## src/rtl/dr_alt_pkg.sv

```systemverilog
// Shared types and helpers for the alternating-spacer dual-rail receiver.
package dr_alt_pkg;

  typedef enum logic [1:0] {
    IDLE = 2'd0,
    SPC  = 2'd1,
    DAT  = 2'd2
  } state_e;

  // Parity values carried on SP: odd tokens expect zeros, even tokens expect ones.
  localparam logic SPACER_ZERO = 1'b1;
  localparam logic SPACER_ONE  = 1'b0;

  function automatic logic pair_valid(input logic d1, input logic d0);
    return d1 ^ d0;
  endfunction

  function automatic logic pair_decode(input logic d1, input logic d0);
    return d1 & ~d0;
  endfunction

endpackage

```

## src/rtl/dr_alt_rx_fifo.sv

```systemverilog
// Small synchronous FIFO with a registered head word and registered non-empty flag.
module dr_alt_rx_fifo #(
  parameter int W     = 8,
  parameter int DEPTH = 4
) (
  input  logic         clk,
  input  logic         rst_n,
  input  logic         push,
  input  logic [W-1:0] wdata,
  input  logic         ready,
  output logic         push_ok,
  output logic [W-1:0] head,
  output logic         head_valid
);
  localparam int AW = $clog2(DEPTH);

  logic [W-1:0]  mem_q [DEPTH];
  logic [AW-1:0] wr_ptr_q, wr_ptr_d;
  logic [AW-1:0] rd_ptr_q, rd_ptr_d;
  logic [AW:0]   cnt_q, cnt_d;
  logic [W-1:0]  head_q, head_d;
  logic          valid_q, valid_d;
  logic          pop, full;

  always_comb begin
    pop      = valid_q & ready;
    full     = (cnt_q == (AW+1)'(DEPTH));
    push_ok  = push & (~full | pop);
    wr_ptr_d = push_ok ? wr_ptr_q + AW'(1) : wr_ptr_q;
    rd_ptr_d = pop ? rd_ptr_q + AW'(1) : rd_ptr_q;
    cnt_d    = cnt_q;
    if (push_ok && !pop) cnt_d = cnt_q + (AW+1)'(1);
    else if (!push_ok && pop) cnt_d = cnt_q - (AW+1)'(1);
    valid_d = (cnt_d != '0);
    // The new head may be the word being written this very cycle.
    head_d = head_q;
    if (cnt_d != '0) begin
      if (push_ok && (wr_ptr_q == rd_ptr_d)) head_d = wdata;
      else head_d = mem_q[rd_ptr_d];
    end
  end

  always_ff @(posedge clk) begin
    if (push_ok) mem_q[wr_ptr_q] <= wdata;
  end

  always_ff @(posedge clk) begin
    if (!rst_n) begin
      wr_ptr_q <= '0;
      rd_ptr_q <= '0;
      cnt_q    <= '0;
      head_q   <= '0;
      valid_q  <= 1'b0;
    end else begin
      wr_ptr_q <= wr_ptr_d;
      rd_ptr_q <= rd_ptr_d;
      cnt_q    <= cnt_d;
      head_q   <= head_d;
      valid_q  <= valid_d;
    end
  end

  assign head       = head_q;
  assign head_valid = valid_q;

endmodule

```

## src/rtl/dr_alt_rx.sv

```systemverilog
// Alternating-spacer dual-rail receiver: spacer/codeword checking, decode, output FIFO.
// Define DR_ALT_RX_ERRCNT_EN to add the saturating ERR_CNT error-event counter port.
module dr_alt_rx
  import dr_alt_pkg::*;
#(
  parameter int W     = 8,
  parameter int DEPTH = 4
) (
  input  logic         C,
  input  logic         RN,
  output logic         SP,
  input  logic         EN,
  input  logic [W-1:0] D_1,
  input  logic [W-1:0] D_0,
  output logic [W-1:0] Q,
  output logic         Q_VALID,
  input  logic         Q_READY,
  output logic         ERR_SPACER,
  output logic         ERR_CODE,
  output logic         ERR_OVF,
  input  logic         ERR_CLR
`ifdef DR_ALT_RX_ERRCNT_EN
  ,
  output logic [7:0]   ERR_CNT
`endif
);

  state_e       state_q, state_d;
  logic         parity_q, parity_d;
  logic         err_spc_q, err_spc_d;
  logic         err_code_q, err_code_d;
  logic         err_ovf_q, err_ovf_d;
  logic [W-1:0] valid_bits, dec_bits;
  logic         spc_ok, word_ok, push, push_ok;
  logic         ev_spc, ev_code, ev_ovf;

  for (genvar gi = 0; gi < W; gi++) begin : g_pair
    assign valid_bits[gi] = pair_valid(D_1[gi], D_0[gi]);
    assign dec_bits[gi]   = pair_decode(D_1[gi], D_0[gi]);
  end

  always_comb begin
    spc_ok  = (parity_q == SPACER_ZERO) ? ((D_1 == '0) && (D_0 == '0))
                                        : ((D_1 == '1) && (D_0 == '1));
    word_ok = &valid_bits;
    state_d  = state_q;
    parity_d = parity_q;
    push     = 1'b0;
    ev_spc   = 1'b0;
    ev_code  = 1'b0;
    case (state_q)
      IDLE: if (EN) state_d = SPC;
      SPC: begin
        if (!EN) state_d = IDLE;
        else if (spc_ok) state_d = DAT;
        else ev_spc = 1'b1;
      end
      DAT: begin
        // The token always completes here, even if EN dropped meanwhile.
        if (word_ok) push = 1'b1;
        else ev_code = 1'b1;
        parity_d = ~parity_q;
        state_d  = EN ? SPC : IDLE;
      end
      default: state_d = IDLE;
    endcase
    ev_ovf     = push & ~push_ok;
    err_spc_d  = (err_spc_q & ~ERR_CLR) | ev_spc;
    err_code_d = (err_code_q & ~ERR_CLR) | ev_code;
    err_ovf_d  = (err_ovf_q & ~ERR_CLR) | ev_ovf;
  end

  always_ff @(posedge C) begin
    if (!RN) begin
      state_q    <= IDLE;
      parity_q   <= SPACER_ZERO;
      err_spc_q  <= 1'b0;
      err_code_q <= 1'b0;
      err_ovf_q  <= 1'b0;
    end else begin
      state_q    <= state_d;
      parity_q   <= parity_d;
      err_spc_q  <= err_spc_d;
      err_code_q <= err_code_d;
      err_ovf_q  <= err_ovf_d;
    end
  end

  dr_alt_rx_fifo #(
    .W     (W),
    .DEPTH (DEPTH)
  ) u_fifo (
    .clk        (C),
    .rst_n      (RN),
    .push       (push),
    .wdata      (dec_bits),
    .ready      (Q_READY),
    .push_ok    (push_ok),
    .head       (Q),
    .head_valid (Q_VALID)
  );

`ifdef DR_ALT_RX_ERRCNT_EN
  logic [7:0] cnt_q, cnt_d;
  logic       err_any;

  always_comb begin
    err_any = ev_spc | ev_code | ev_ovf;
    cnt_d   = cnt_q;
    if (ERR_CLR) cnt_d = err_any ? 8'd1 : 8'd0;
    else if (err_any && (cnt_q != 8'hFF)) cnt_d = cnt_q + 8'd1;
  end

  always_ff @(posedge C) begin
    if (!RN) cnt_q <= '0;
    else cnt_q <= cnt_d;
  end

  assign ERR_CNT = cnt_q;
`endif

  assign SP         = parity_q;
  assign ERR_SPACER = err_spc_q;
  assign ERR_CODE   = err_code_q;
  assign ERR_OVF    = err_ovf_q;

endmodule

```

## config.mk

```make
export PLATFORM = sky130hd
export DESIGN_NAME = dr_alt_rx
export DESIGN_NICKNAME = d
export VERILOG_FILES = /design/src/rtl/dr_alt_pkg.sv /design/src/rtl/dr_alt_rx_fifo.sv /design/src/rtl/dr_alt_rx.sv
export SDC_FILE = /design/constraint.sdc
export NUM_CORES = 1
export LEC_CHECK = 0
export ABC_AREA = 1
export CORE_MARGIN = 8
export CORE_UTILIZATION = 55
export DETAILED_ROUTE_END_ITERATION = 10
export GPL_ROUTABILITY_DRIVEN = 1
export PLACE_DENSITY = 0.87
export SLEW_MARGIN = 15
export SYNTH_ARGS = -nofsm -noshare
export SYNTH_HDL_FRONTEND = slang
export SYNTH_HIERARCHICAL = 1
export SYNTH_SLANG_ARGS = --single-unit
export TNS_END_PERCENT = 30
```

## constraint.sdc

```tcl
create_clock -name C -period 2.8 [get_ports C]
set_clock_uncertainty 0.15 [all_clocks]
set_input_delay 0.56 -clock C [delete_from_list [all_inputs] [get_ports C]]
set_output_delay 0.56 -clock C [all_outputs]
set_load 0.01 [all_outputs]
```

Word-level counts from Yosys, hierarchy flattened
Memories as Yosys holds them, arrays and structs flattened. A register that Yosys moved wholly into a read port is not among the register bits.
Index checks and enable logic that the tools add are counted.
{"block": "op_classes", "addsub": 4, "n_eq_ne": 7, "n_mux": 18, "bitwise": 38, "n_reduce_logical": 13}
{"op": "$eq 8x8->1 const B", "count": 2}
{"op": "$logic_not 8->1", "count": 2}
{"op": "$and 1x1->1", "count": 14}
{"op": "$not 1->1", "count": 12}
{"op": "$mux 1", "count": 11}
{"op": "$mux 2", "count": 4}
{"op": "$reduce_and 8->1", "count": 1}
{"op": "$xor 1x1->1", "count": 8}
{"op": "$mux 3", "count": 2}
{"op": "$pmux 2 s3", "count": 1}
{"op": "$add 2x1->2 const B", "count": 2}
{"op": "$logic_and 1x1->1", "count": 4}
{"op": "$or 1x1->1", "count": 4}
{"op": "$add 3x1->3 const B", "count": 1}
{"op": "$eq 3x3->1 const B", "count": 1}
{"op": "$logic_not 1->1", "count": 3}
{"op": "$ne 3x3->1 const B", "count": 1}
{"op": "$reduce_bool 3->1", "count": 1}
{"op": "$sub 3x1->3 const B", "count": 1}
{"op": "$eq 2x1->1 const B", "count": 1}
{"op": "$eq 2x2->1 const B", "count": 1}
{"op": "$logic_not 2->1", "count": 1}
{"op": "$ne 2x2->1 const B", "count": 1}
{"op": "$reduce_and 2->1", "count": 1}
{"block": "word_totals", "ff_bits": 14, "ram_bits": 32, "output_inout_bits": 13, "word_cells": 90, "n_memories": 1}
{"memory": "u_fifo.mem_q", "depth": 4, "width": 8, "rd": 1, "rd_ports_with_merged_regs": 1, "wr": 1, "line": "dr_alt_rx_fifo.sv:17", "rtl": "logic [W-1:0] mem_q [DEPTH];"}

Logic depth before layout (Yosys ltp)
Gate-level depths: netlist of run 1.
{"block": "depth", "word_depth": 10, "depth_mapped": 16, "depth_no_buf": 15}

By module
The synthesis of run 1 kept the hierarchy.
{"module": "dr_alt_rx_fifo", "instances": 1, "cells_per_inst": 269, "area_per_inst_um2": 2354.8, "seq_area_each_um2": 1281.2}
{"module": "dr_alt_rx", "instances": 1, "cells_per_inst": 80, "area_per_inst_um2": 510.5, "seq_area_each_um2": 120.1}

Least setup slack after synthesis of run 1
OpenSTA, ideal clock, no wires.
{"block": "synth_timing", "path_kind": "input-to-reg", "from": "input D_0[0]", "to": "register u_fifo.head_q[2] (netlist: u_fifo/head[2]) (read register of u_fifo.mem_q)", "setup_time_ps": 111, "arrival_time_ps": 2181, "required_time_ps": 2539, "setup_slack_ps": 358, "cell_stages": 15, "n_path_buf": 1, "cell_sequence": "inv_1 ha_1 nor2_1 nand2_1 nor3_4 nand3_2 inv_1 nand2_1 nand2_1 nand2_1 nor2_4 buf_6 nand2_1 nand2_1 nor2_1"}
{"block": "synth_between", "elab_chain_cells": 10, "elab_cells_between_ends": 11, "classes_between": "mux: 4; bitwise: 2; reduce/logical: 5"}
{"element": "start: declaration", "line": "dr_alt_rx.sv:14", "rtl": "input logic [W-1:0] D_0,"}
{"element": "$xor 1x1->1 *", "line": "dr_alt_pkg.sv:15", "rtl": "return d1 ^ d0;"}
{"element": "$reduce_and 8->1 *", "line": "dr_alt_rx.sv:45", "rtl": "word_ok = &valid_bits;"}
{"element": "$mux 1 *", "line": "dr_alt_rx.sv:60", "rtl": "if (word_ok) push = 1'b1;"}
{"element": "$mux 1 *", "line": "dr_alt_rx.sv:51", "rtl": "case (state_q)"}
{"element": "via push", "line": "dr_alt_rx.sv:34", "rtl": "logic spc_ok, word_ok, push, push_ok;"}
{"element": "$and 1x1->1 *", "line": "dr_alt_rx_fifo.sv:28", "rtl": "push_ok = push & (~full | pop);"}
{"element": "$logic_not 1->1", "line": "dr_alt_rx_fifo.sv:33", "rtl": "else if (!push_ok && pop) cnt_d = cnt_q - (AW+1)'(1);"}
{"element": "$logic_and 1x1->1", "line": "dr_alt_rx_fifo.sv:33"}
{"element": "$mux 3", "line": "dr_alt_rx_fifo.sv:33"}
{"element": "$mux 3 *", "line": "dr_alt_rx_fifo.sv:32", "rtl": "if (push_ok && !pop) cnt_d = cnt_q + (AW+1)'(1);"}
{"element": "$reduce_bool 3->1 *", "line": "dr_alt_rx_fifo.sv:37", "rtl": "if (cnt_d != '0) begin"}
{"element": "end: declaration", "line": "dr_alt_rx_fifo.sv:21", "rtl": "logic [W-1:0] head_q, head_d;"}
Mark *: on every way through the listed nets, which the timed path passes. The rest lies on a longest branch.
A chain may end at the register's enable or synchronous reset.

Worst setup path after layout of run 1
{"block": "layout_timing", "from": "input D_0[1]", "to": "register u_fifo.head_q[7] (netlist: u_fifo/head[7]) (read register of u_fifo.mem_q)"}
Same word-level chain as after synthesis.

==> flow_metrics.py, run 1 <==
metrics = {
    "die": {
        "fp.dieH_um": 88.18,
        "dieArea_sq_um": 7775,
        "die-width_um": 88.18,
        "core_sq_um": 5075,
        "pin_count": 34,
        "initial_utilization_pct": 56.46,
        "row_count": 26,
    },
    "routing": {
        "post_drt_wl_per_cell_um": 12.65,
        "route.detailed.drc": 0,
        "firstDrtPassIters": 4,
        "vias": 2367,
        "routed_wl_um": 6110,
        "drtIter0Drc": 135,
        "vias_per_cell": 4.901,
        "antenna_left": 0,
    },
    "worst_setup_path": {
        "worstReg2RegEnd": "u_fifo/head[7]$_SDFFE_PN0P_",
        "crit_type": "in -> reg",
        "crit_path_start": "D_0[1]",
        "worstPathMaxFanout": 5,
        "cp.arrival_ns": 2.77,
        "path_cells": "clkdlybuf4s50_1, inv_2, ha_4, nor2_2, nand2_2, nor3_4, nand3_2, nand2_1, nand2_1, nand2_2, nand2_2, nor2_4, clkbuf_16, nand2_1, nand2_1, nor2_1",
        "worstPathRequired_ns": 2.87,
        "reg2regPathDepth": 13,
        "worst_r2r_startpoint": "state_q[0]$_SDFFE_PN0P_",
        "cp-start-kind": "input pin",
        "cpMaxStageDelayCell": "clkdlybuf4s50_1",
        "cp_common_cell": "nand2_1",
        "r2r_slack_ns": 0.68,
        "slowest_delay_ns": 0.49,
        "end_kind": "register",
    },
    "placement": {
        "io_buffers": 33,
        "dp.cells": 471,
        "gp_routability_congestion": 0.7668,
        "dpl.hpwl_um": 4492,
        "post-place-ws_ns": -0.2928,
        "place_area_sq_um": 3447,
    },
    "sta": {
        "hold_viol": 0,
        "fmax_mhz": 370.2,
        "finalSetupTns_ns": 0,
        "final.period_utilization_pct": 96.47,
        "drv_slew": 0,
        "period_minus_slack_ns": 2.701,
        "final.setup.worst_slack_ns": 0.09896,
        "setup_violations": 0,
        "worst_pin_slew_ns": 0.5026,
        "relSlewSlack_pct": 66.39,
    },
    "global_routing": {
        "grt_pass1_wl_um": 9846,
        "grt_pass1_vias": 2248,
        "grt_max_degree": 19,
        "antenna_found_initial": 0,
        "grtUsageTotal_pct": 16.07,
        "grt-ovfl-total": 0,
    },
    "finish": {
        "diodes": 0,
        "layoutNonFillerInstCount": 483,
        "drive_above_1_share_pct": 17.43,
        "syn2layout_area_growth_pct": 29.43,
        "fin_area_sq_um": 3709,
        "fin_nets": 448,
        "nFillCells": 375,
    },
    "synth": {
        "ys_top_cells_by_count": "nand2_1 (106), inv_1 (47), nor2_1 (41)",
        "synth_area_leaders": "edfxtp_1 (34%), dfxtp_1 (15%), nand2_1 (14%), ha_1 (6.6%), inv_1 (6.2%)",
        "synthArstFlopShare_pct": 0,
        "synthDistinctLibCells": 28,
        "synth_top_area_cell": "edfxtp_1",
        "synth_edf_count": 32,
        "netlist.area_leader.share_pct": 33.54,
        "netlist_instances": 349,
        "yosysWarningCount": 6,
        "syn-num-nets": 385,
        "syn_area_sq_um": 2865,
        "avgSynthCellArea_sq_um": 8.210,
        "ys.flop_type": "edfxtp_1",
        "synth_seq_cells": 54,
        "synth_seq_area_share_pct": 48.91,
        "synth_most_common_cell": "nand2_1",
    },
    "run_status": {
        "status": "complete, no violations",
    },
    "power_and_ir_drop": {
        "p_leak_nw": 1.768,
        "net-switching-power_mw": 0.8268,
        "pwr-share-clk_pct": 21.7,
        "comb_power_share_pct": 40.2,
        "p_seq_share_pct": 38.1,
        "power_mw": 2.496,
        "peakVddDrop_mv": 0.3358,
        "p_sw_share_pct": 33.12,
        "powerDensity_nw_per_um2": 673.1,
        "p_int_mw": 1.670,
    },
    "min_path": {
        "min_to": "ERR_CODE$_SDFF_PN0_",
        "min_path_type": "reg -> reg",
        "hold_depth": 2,
        "worstHoldStart": "ERR_CODE$_SDFF_PN0_",
    },
    "clock_tree": {
        "cts_made_buffers": 5,
        "clk_transition_reported_paths_ns": 0.10,
        "cts_buffer_depth": 2,
        "clock-root-buffer": "clkbuf_8",
        "cts.sinks": 54,
        "cts_tree": "built",
        "cts-htree-levels": 2,
        "clkLatencyLatePin_ns": 0.31,
    },
    "flow_run": {
        "drv_cap": 0,
    },
}
## layout make-up
| type | count | area, sq um | share of cell area (%) |
|---|---|---|---|
| flip-flops and latches | 54 | 1401 | 37.79 |
| multi-input cells | 240 | 1292 | 34.85 |
| repair buffers | 61 | 623.1 | 16.80 |
| inverters | 50 | 187.7 | 5.061 |
| well taps | 70 | 87.58 | 2.362 |
| clock buffers | 5 | 68.82 | 1.856 |
| clock inverters | 3 | 47.55 | 1.282 |
## metal layers
metal	vias to the layer above	global-route usage [%]	routed length, um
li1	1236	-	-
met1	1077	19.06	2775
met2	47	26.82	2989
met3	7	4.690	286
met4	0	5.837	58
met5	-	0	0
## registers in the layout (all words and copies together) (netlist names)
signal / count
ERR_SPACER: 1
u_fifo/cnt_q: 3
u_fifo/head: 8
state_q: 2
u_fifo/mem_q: 32
SP: 1
ERR_OVF: 1
u_fifo/wr_ptr_q: 2
u_fifo/rd_ptr_q: 2
ERR_CODE: 1
u_fifo/head_valid: 1
## placed cells by master (no fill, tap or decap), types with 2 or more instances in the layout
cell / instances
inv_2: 7
nand3_2: 2
ha_4: 2
nand3_1: 33
dfxtp_1: 22
buf_4: 25
clkdlybuf4s50_1: 19
nand2_4: 4
nand2_1: 102
inv_6: 2
nor2_1: 37
dlymetal6s2s_1: 14
nand3b_1: 8
inv_1: 43
o21ai_0: 4
a21oi_1: 8
ha_1: 13
nand4_1: 2
clkbuf_16: 2
clkbuf_8: 5
nand2_2: 10
nor2_2: 6
edfxtp_1: 32
## timing repair
item,4_1_cts,5_1_grt
hold buffers,0,0
resized for setup,0,28
endpoints found under the setup margin,0,17
buffers inserted,0,2
## power groups by stage
stage	Sequential (mW)	Clock, mW	Combinational (mW)
2_1_floorplan	0.985	0	0.525
3_3_place_gp	0.967	0	0.818
3_5_place_dp	0.969	0	0.848
4_1_cts	0.951	0.550	0.854
5_1_grt	0.960	0.579	1.12
6_report	0.950	0.543	1.00
## logic make-up (layout without fill, tap and decap cells)
family | count (synthesis) | after routing | share of synthesized area [%]
AOI/OAI and AO/OA | 15 | 15 | 3.144
xor gates and xnor gates | 1 | 1 | 0.3057
adders and majority gates | 15 | 15 | 6.550
buffers and inverters | 55 | 119 | 7.555
DFF | 54 | 54 | 48.91
and+or+nand+nor | 209 | 209 | 33.54
## metrics by stage
stage | hold WS (ns) | utilization [%]
4_1_cts | 0.3243 | 70.22
5_1_grt | 0.3375 | 73.08
2_1_floorplan | 0.3373 | -
3_5_place_dp | 0.3066 | 67.92
6_report | 0.3246 | 73.08
3_3_place_gp | 0.3089 | 67.92
## worst max-delay path, delay by kind of cell
kind          cells  cell delay, ns
buf+inv           3            0.72
fa+ha+maj         1            0.21
simple gates     12            1.27
## how the worst max path moves through the flow
stage,to,cells after the start,slack [ns]
2_1_floorplan,u_fifo/head[2]$_SDFFE_PN0P_,15,0.36
4_1_cts,u_fifo/head[5]$_SDFFE_PN0P_,16,0.04
6_report,u_fifo/head[7]$_SDFFE_PN0P_,16,0.1
5_1_grt,u_fifo/head[7]$_SDFFE_PN0P_,16,-0.006
3_3_place_gp,u_fifo/head[2]$_SDFFE_PN0P_,16,-0.22
3_5_place_dp,u_fifo/head[5]$_SDFFE_PN0P_,16,-0.29
Power figures use the tool's default switching activity.
==> run 2: changes to the inputs <==
--- a/config.mk
+++ b/config.mk
@@ -9,8 +9,9 @@
 export CORE_MARGIN = 8
 export CORE_UTILIZATION = 55
 export DETAILED_ROUTE_END_ITERATION = 10
+export DONT_BUFFER_PORTS = 1
 export GPL_ROUTABILITY_DRIVEN = 1
-export PLACE_DENSITY = 0.87
+export PLACE_DENSITY = 0.78
 export SLEW_MARGIN = 15
 export SYNTH_ARGS = -nofsm -noshare
 export SYNTH_HDL_FRONTEND = slang
==> run 2 against run 1 <==
Effect of this change:
- register-to-register slack worse by 0.03 ns
- first-iteration DRC count is 5.2% higher
- worst hold slack got worse by 0.11 ns
- utilization fell by 13 points
- sequential share of layout area is 8.0 points higher
- die area did not move
- largest cell class unchanged
- largest power group is now registers
==> flow_metrics.py, run 2 (synthesis gave the netlist of run 1 again) <==
metrics = {
    "die": {
        "pin_count": 34,
        "die-width_um": 88.18,
        "core_sq_um": 5075,
        "dieArea_sq_um": 7775,
        "fp.dieH_um": 88.18,
        "initial_utilization_pct": 56.46,
        "row_count": 26,
    },
    "sta": {
        "rsz0062_at_grt": "false",
        "holdWs_ns": 0.2134,
        "finalSetupTns_ns": 0,
        "drv_slew": 0,
        "fmax_mhz": 433.1,
        "hold_viol": 0,
        "final.setup.worst_slack_ns": 0.4908,
        "worst_pin_slew_ns": 0.3498,
        "relSlewSlack_pct": 76.62,
        "setup_violations": 0,
        "period_minus_slack_ns": 2.309,
        "final.period_utilization_pct": 82.47,
    },
    "power_and_ir_drop": {
        "powerDensity_nw_per_um2": 661.8,
        "p_seq_share_pct": 48.5,
        "comb_power_share_pct": 29.5,
        "p_leak_nw": 1.383,
        "p_sw_share_pct": 36.60,
        "peakVddDrop_mv": 0.4285,
        "power_mw": 2.025,
        "p_int_mw": 1.284,
        "net-switching-power_mw": 0.7413,
        "pwr-share-clk_pct": 22.0,
    },
    "routing": {
        "route.detailed.drc": 0,
        "post_drt_wl_per_cell_um": 12.68,
        "met3_wirelength_um": 509,
        "vias_per_cell": 5.058,
        "vias": 2165,
        "antenna_left": 0,
        "top_layer_used": "met4",
        "firstDrtPassIters": 4,
        "dr_wl_met2_um": 2465,
        "routed_wl_um": 5429,
        "drtIter0Drc": 142,
        "m1WireLength_um": 2407,
    },
    "finish": {
        "diodes": 0,
        "largest_register_ff_count": 32,
        "regMostFlops": "u_fifo/mem_q",
        "drive_above_1_share_pct": 10.06,
        "final_common_cell": "nand2_1",
        "fin_nets": 393,
        "mostFrequentLayoutCells": "nand2_1 (106), inv_1 (47), nor2_1 (41)",
        "layoutNonFillerInstCount": 428,
        "syn2layout_area_growth_pct": 6.812,
        "nFillCells": 448,
    },
    "clock_tree": {
        "clock-root-buffer": "clkbuf_8",
        "cts_tree": "built",
        "cts_made_buffers": 5,
        "cts_setup_buffers": 0,
        "cts_resized": 0,
        "cts.sinks": 54,
        "clkLatencyLatePin_ns": 0.31,
        "cts_buffer_depth": 2,
        "cts-htree-levels": 2,
        "hold_buffers": 0,
        "clk_transition_reported_paths_ns": 0.10,
    },
    "worst_setup_path": {
        "slowest_delay_ns": 0.32,
        "reg2regPathDepth": 9,
        "cp-start-kind": "input pin",
        "cp_common_cell": "nand2_1",
        "worstPathMaxFanout": 17,
        "crit_cells": 14,
        "worstPathRequired_ns": 2.86,
        "end_kind": "register",
        "path_cells": "inv_1, ha_1, nor2_1, nand2_1, nor3_4, nand3_2, inv_1, nand2_1, nand2_1, nand2_1, nor2_4, nand2_1, nand2_1, nor2_1",
        "crit_type": "in -> reg",
        "cpMaxStageDelayCell": "nor3_4",
        "cp_top_family": "simple AND/OR/NAND/NOR gates",
        "crit_buf_inv": 2,
        "cp.arrival_ns": 2.37,
    },
    "global_routing": {
        "grtUsageTotal_pct": 14.89,
        "grt-ovfl-total": 0,
        "grt_max_degree": 20,
        "antenna_found_initial": 0,
        "grt_pass1_vias": 2027,
        "grt_pass1_wl_um": 9183,
    },
    "min_path": {
        "hold_depth": 2,
        "min_path_type": "in -> reg",
    },
    "placement": {
        "io_buffers": 0,
        "dpl.hpwl_um": 4103,
        "post-place-ws_ns": 0.1488,
        "gp_routability_congestion": 0.8579,
        "dp.cells": 420,
    },
    "flow_run": {
        "drv_cap": 0,
    },
    "run_status": {
        "status": "complete, no violations",
    },
}
-- run 2: final cells by class --
cell class,count,area (sq um),area share (%)
tap,70,87.58,2.862
multi-input combinational,240,1247,40.76
inverter,50,187.7,6.132
timing repair buffer,6,45.04,1.472
sequential,54,1401,45.79
clock inverter,3,22.52,0.7359
clock buffer,5,68.82,2.249
-- run 2: final timing paths --
path / endpoint / slack, ns / from
min: u_fifo/head[7]$_SDFFE_PN0P_ / 0.21 / RN
min reg2reg: ERR_SPACER$_SDFF_PN0_ / 0.37 / ERR_SPACER$_SDFF_PN0_
max: u_fifo/head[5]$_SDFFE_PN0P_ / 0.49 / D_0[0]
max reg2reg: u_fifo/head[5]$_SDFFE_PN0P_ / 0.65 / u_fifo/head_valid$_SDFF_PN0_
-- run 2: routing by layer --
layer | vias up | track usage (%)
li1 | 1119 | -
met1 | 976 | 18.41
met2 | 65 | 23.29
met3 | 5 | 6.004
met4 | 0 | 4.147
met5 | - | 0
-- run 2: metrics by stage --
stage | area [sq um] | utilization [%]
CTS | 3060 | 60.31
global route | 3060 | 60.31
finish | 3060 | 60.31
floorplan | 2865 | -
detailed placement | 2969 | 58.51
global placement | 2969 | 58.51
-- run 2: power groups by stage --
stage | clock network (mW) | registers [mW] | logic [mW]
CTS | 0.460 | 0.987 | 0.596
floorplan | 0 | 0.985 | 0.525
global placement | 0 | 1.00 | 0.573
detailed placement | 0 | 1.01 | 0.593
finish | 0.446 | 0.982 | 0.597
global route | 0.487 | 0.995 | 0.701
==> run 3: changes to the inputs <==
==> constraint.sdc (replaced) <==
create_clock -name C -period 2.4 [get_ports C]
set_clock_uncertainty 0.15 [all_clocks]
set_input_delay 0.48 -clock C [delete_from_list [all_inputs] [get_ports C]]
set_output_delay 0.48 -clock C [all_outputs]
set_load 0.01 [all_outputs]
==> run 3 against run 2 <==
Effect of this change:
- worst hold slack got worse by 0.072 ns
- routed wire length up 2.8%
- total power is 24% higher
- die area stayed put
- non-clock buffer count rose by 5
- sequential cell count is the same
- combinational power is 30% higher
- critical path type unchanged
==> flow_metrics.py, run 3 (synthesis gave the netlist of run 1 again) <==
metrics = {
    "routing": {
        "drtIter0Drc": 228,
        "antenna_left": 0,
        "vias": 2174,
        "vias_per_cell": 5.021,
        "routed_wl_um": 5581,
        "route.detailed.drc": 0,
        "post_drt_wl_per_cell_um": 12.89,
        "firstDrtPassIters": 4,
    },
    "global_routing": {
        "grt-ovfl-total": 0,
        "grt_max_degree": 19,
        "antenna_found_initial": 0,
        "grt_pass1_wl_um": 9522,
        "grtUsageTotal_pct": 15.65,
        "grt_pass1_vias": 2071,
    },
    "clock_tree": {
        "cts.sinks": 54,
        "cts_buffer_depth": 2,
        "cts_setup_buffers": 0,
        "cts-htree-levels": 2,
        "clk_transition_reported_paths_ns": 0.09,
        "clkLatencyLatePin_ns": 0.31,
        "hold_buffers": 0,
        "clock-root-buffer": "clkbuf_8",
        "cts_resized": 0,
        "cts_tree": "built",
        "cts_made_buffers": 5,
    },
    "placement": {
        "io_buffers": 0,
        "dpl.hpwl_um": 4293,
        "gp_routability_congestion": 0.7904,
    },
    "power_and_ir_drop": {
        "peakVddDrop_mv": 0.3671,
        "powerDensity_nw_per_um2": 802.2,
        "p_leak_nw": 1.417,
    },
    "sta": {
        "setup_violations": 0,
        "fmax_mhz": 461.4,
        "period_minus_slack_ns": 2.167,
        "worst_pin_slew_ns": 0.3674,
        "holdWs_ns": 0.1411,
        "drv_slew": 0,
        "relSlewSlack_pct": 75.47,
        "rsz0062_at_grt": "false",
        "hold_viol": 0,
        "final.period_utilization_pct": 90.31,
        "finalSetupTns_ns": 0,
    },
    "finish": {
        "multi_input_area_sq_um": 1247,
        "regMostFlops": "u_fifo/mem_q",
        "seqCellArea_sq_um": 1401,
        "final_common_cell": "nand2_1",
        "largest_register_ff_count": 32,
        "mostFrequentLayoutCells": "nand2_1 (106), inv_1 (47), nor2_1 (41)",
        "final_core_util_pct": 61.91,
        "nFillCells": 439,
        "diodes": 0,
        "fin_nets": 398,
        "syn2layout_area_growth_pct": 9.651,
        "drive_above_1_share_pct": 11.02,
    },
    "run_status": {
        "status": "complete, no violations",
    },
    "worst_setup_path": {
        "worst_r2r_startpoint": "u_fifo/head_valid$_SDFF_PN0_",
        "crit_type": "in -> reg",
        "endpoint": "u_fifo/head[7]$_SDFFE_PN0P_",
        "cp-start-kind": "input pin",
        "worstPathMaxFanout": 17,
        "reg2regPathDepth": 10,
        "worstReg2RegEnd": "u_fifo/head[7]$_SDFFE_PN0P_",
        "worstPathRequired_ns": 2.46,
        "crit_path_start": "D_0[0]",
        "r2r_slack_ns": 0.38,
        "cp.arrival_ns": 2.23,
        "end_kind": "register",
    },
    "die": {
        "dieArea_sq_um": 7775,
        "die-width_um": 88.18,
        "core_sq_um": 5075,
        "row_count": 26,
        "fp.dieH_um": 88.18,
        "initial_utilization_pct": 56.46,
        "pin_count": 34,
    },
    "min_path": {
        "hold_depth": 2,
        "min_path_type": "in -> reg",
    },
    "flow_run": {
        "drv_cap": 0,
    },
}
==> run 3: worst min-delay path by stage <==
stage                          startpoint  slack [ns]                     endpoint
global route                           RN        0.12  u_fifo/head[2]$_SDFFE_PN0P_
detailed placement  ERR_SPACER$_SDFF_PN0_        0.36        ERR_SPACER$_SDFF_PN0_
CTS                                    RN        0.13      state_q[1]$_SDFFE_PN0P_
finish                                 RN        0.14  u_fifo/head[3]$_SDFFE_PN0P_
global placement    ERR_SPACER$_SDFF_PN0_        0.36        ERR_SPACER$_SDFF_PN0_
floorplan             ERR_CODE$_SDFF_PN0_        0.34          ERR_CODE$_SDFF_PN0_
==> run 3: area by class of cell <==
class                   count  share of cell area (%)
repair buffers             11                   3.425
flip-flops and latches     54                   44.60
well taps                  70                   2.788
inverters                  50                   5.974
clock inverters             2                   1.195
multi-input cells         240                   39.71
clock buffers               6                   2.310
==> run 3: where the power goes <==
group / internal [mW] / switching (mW) / leakage [nW]
Combinational: 0.298 / 0.479 / 0.894
Sequential: 1.05 / 0.0938 / 0.472
Clock: 0.311 / 0.285 / 0.0514
==> run 3: per-stage QoR <==
stage	total power, mW	instance area [sq um]	setup slack [ns]	cells
after CTS	2.541	3142	0.2489	433
after detailed placement	1.945	3032	-0.07939	425
final	2.520	3142	0.2326	433
after global routing	2.697	3142	0.03831	433
after floorplan	1.762	2865	0.03792	349
after global placement	1.922	3032	-0.04942	425
==> run 3: routing by layer <==
layer | vias up | track usage, % | routed length (um)
met5 | - | 0 | 0
met4 | 0 | 4.608 | 46
met3 | 5 | 4.878 | 464
met2 | 71 | 24.64 | 2576
met1 | 972 | 20.01 | 2493
li1 | 1126 | - | -
==> run 3: critical path: stages <==
cell and delay (ns):
inv_1 0.04, ha_1 0.27, nor2_1 0.10, nand2_1 0.12
nor3_4 0.30, nand3_2 0.16, inv_1 0.10, nand2_1 0.05
nand2_1 0.09, nand2_1 0.09, nor2_4 0.13, buf_12 0.14
nand2_1 0.05, nand2_1 0.05, nor2_1 0.04
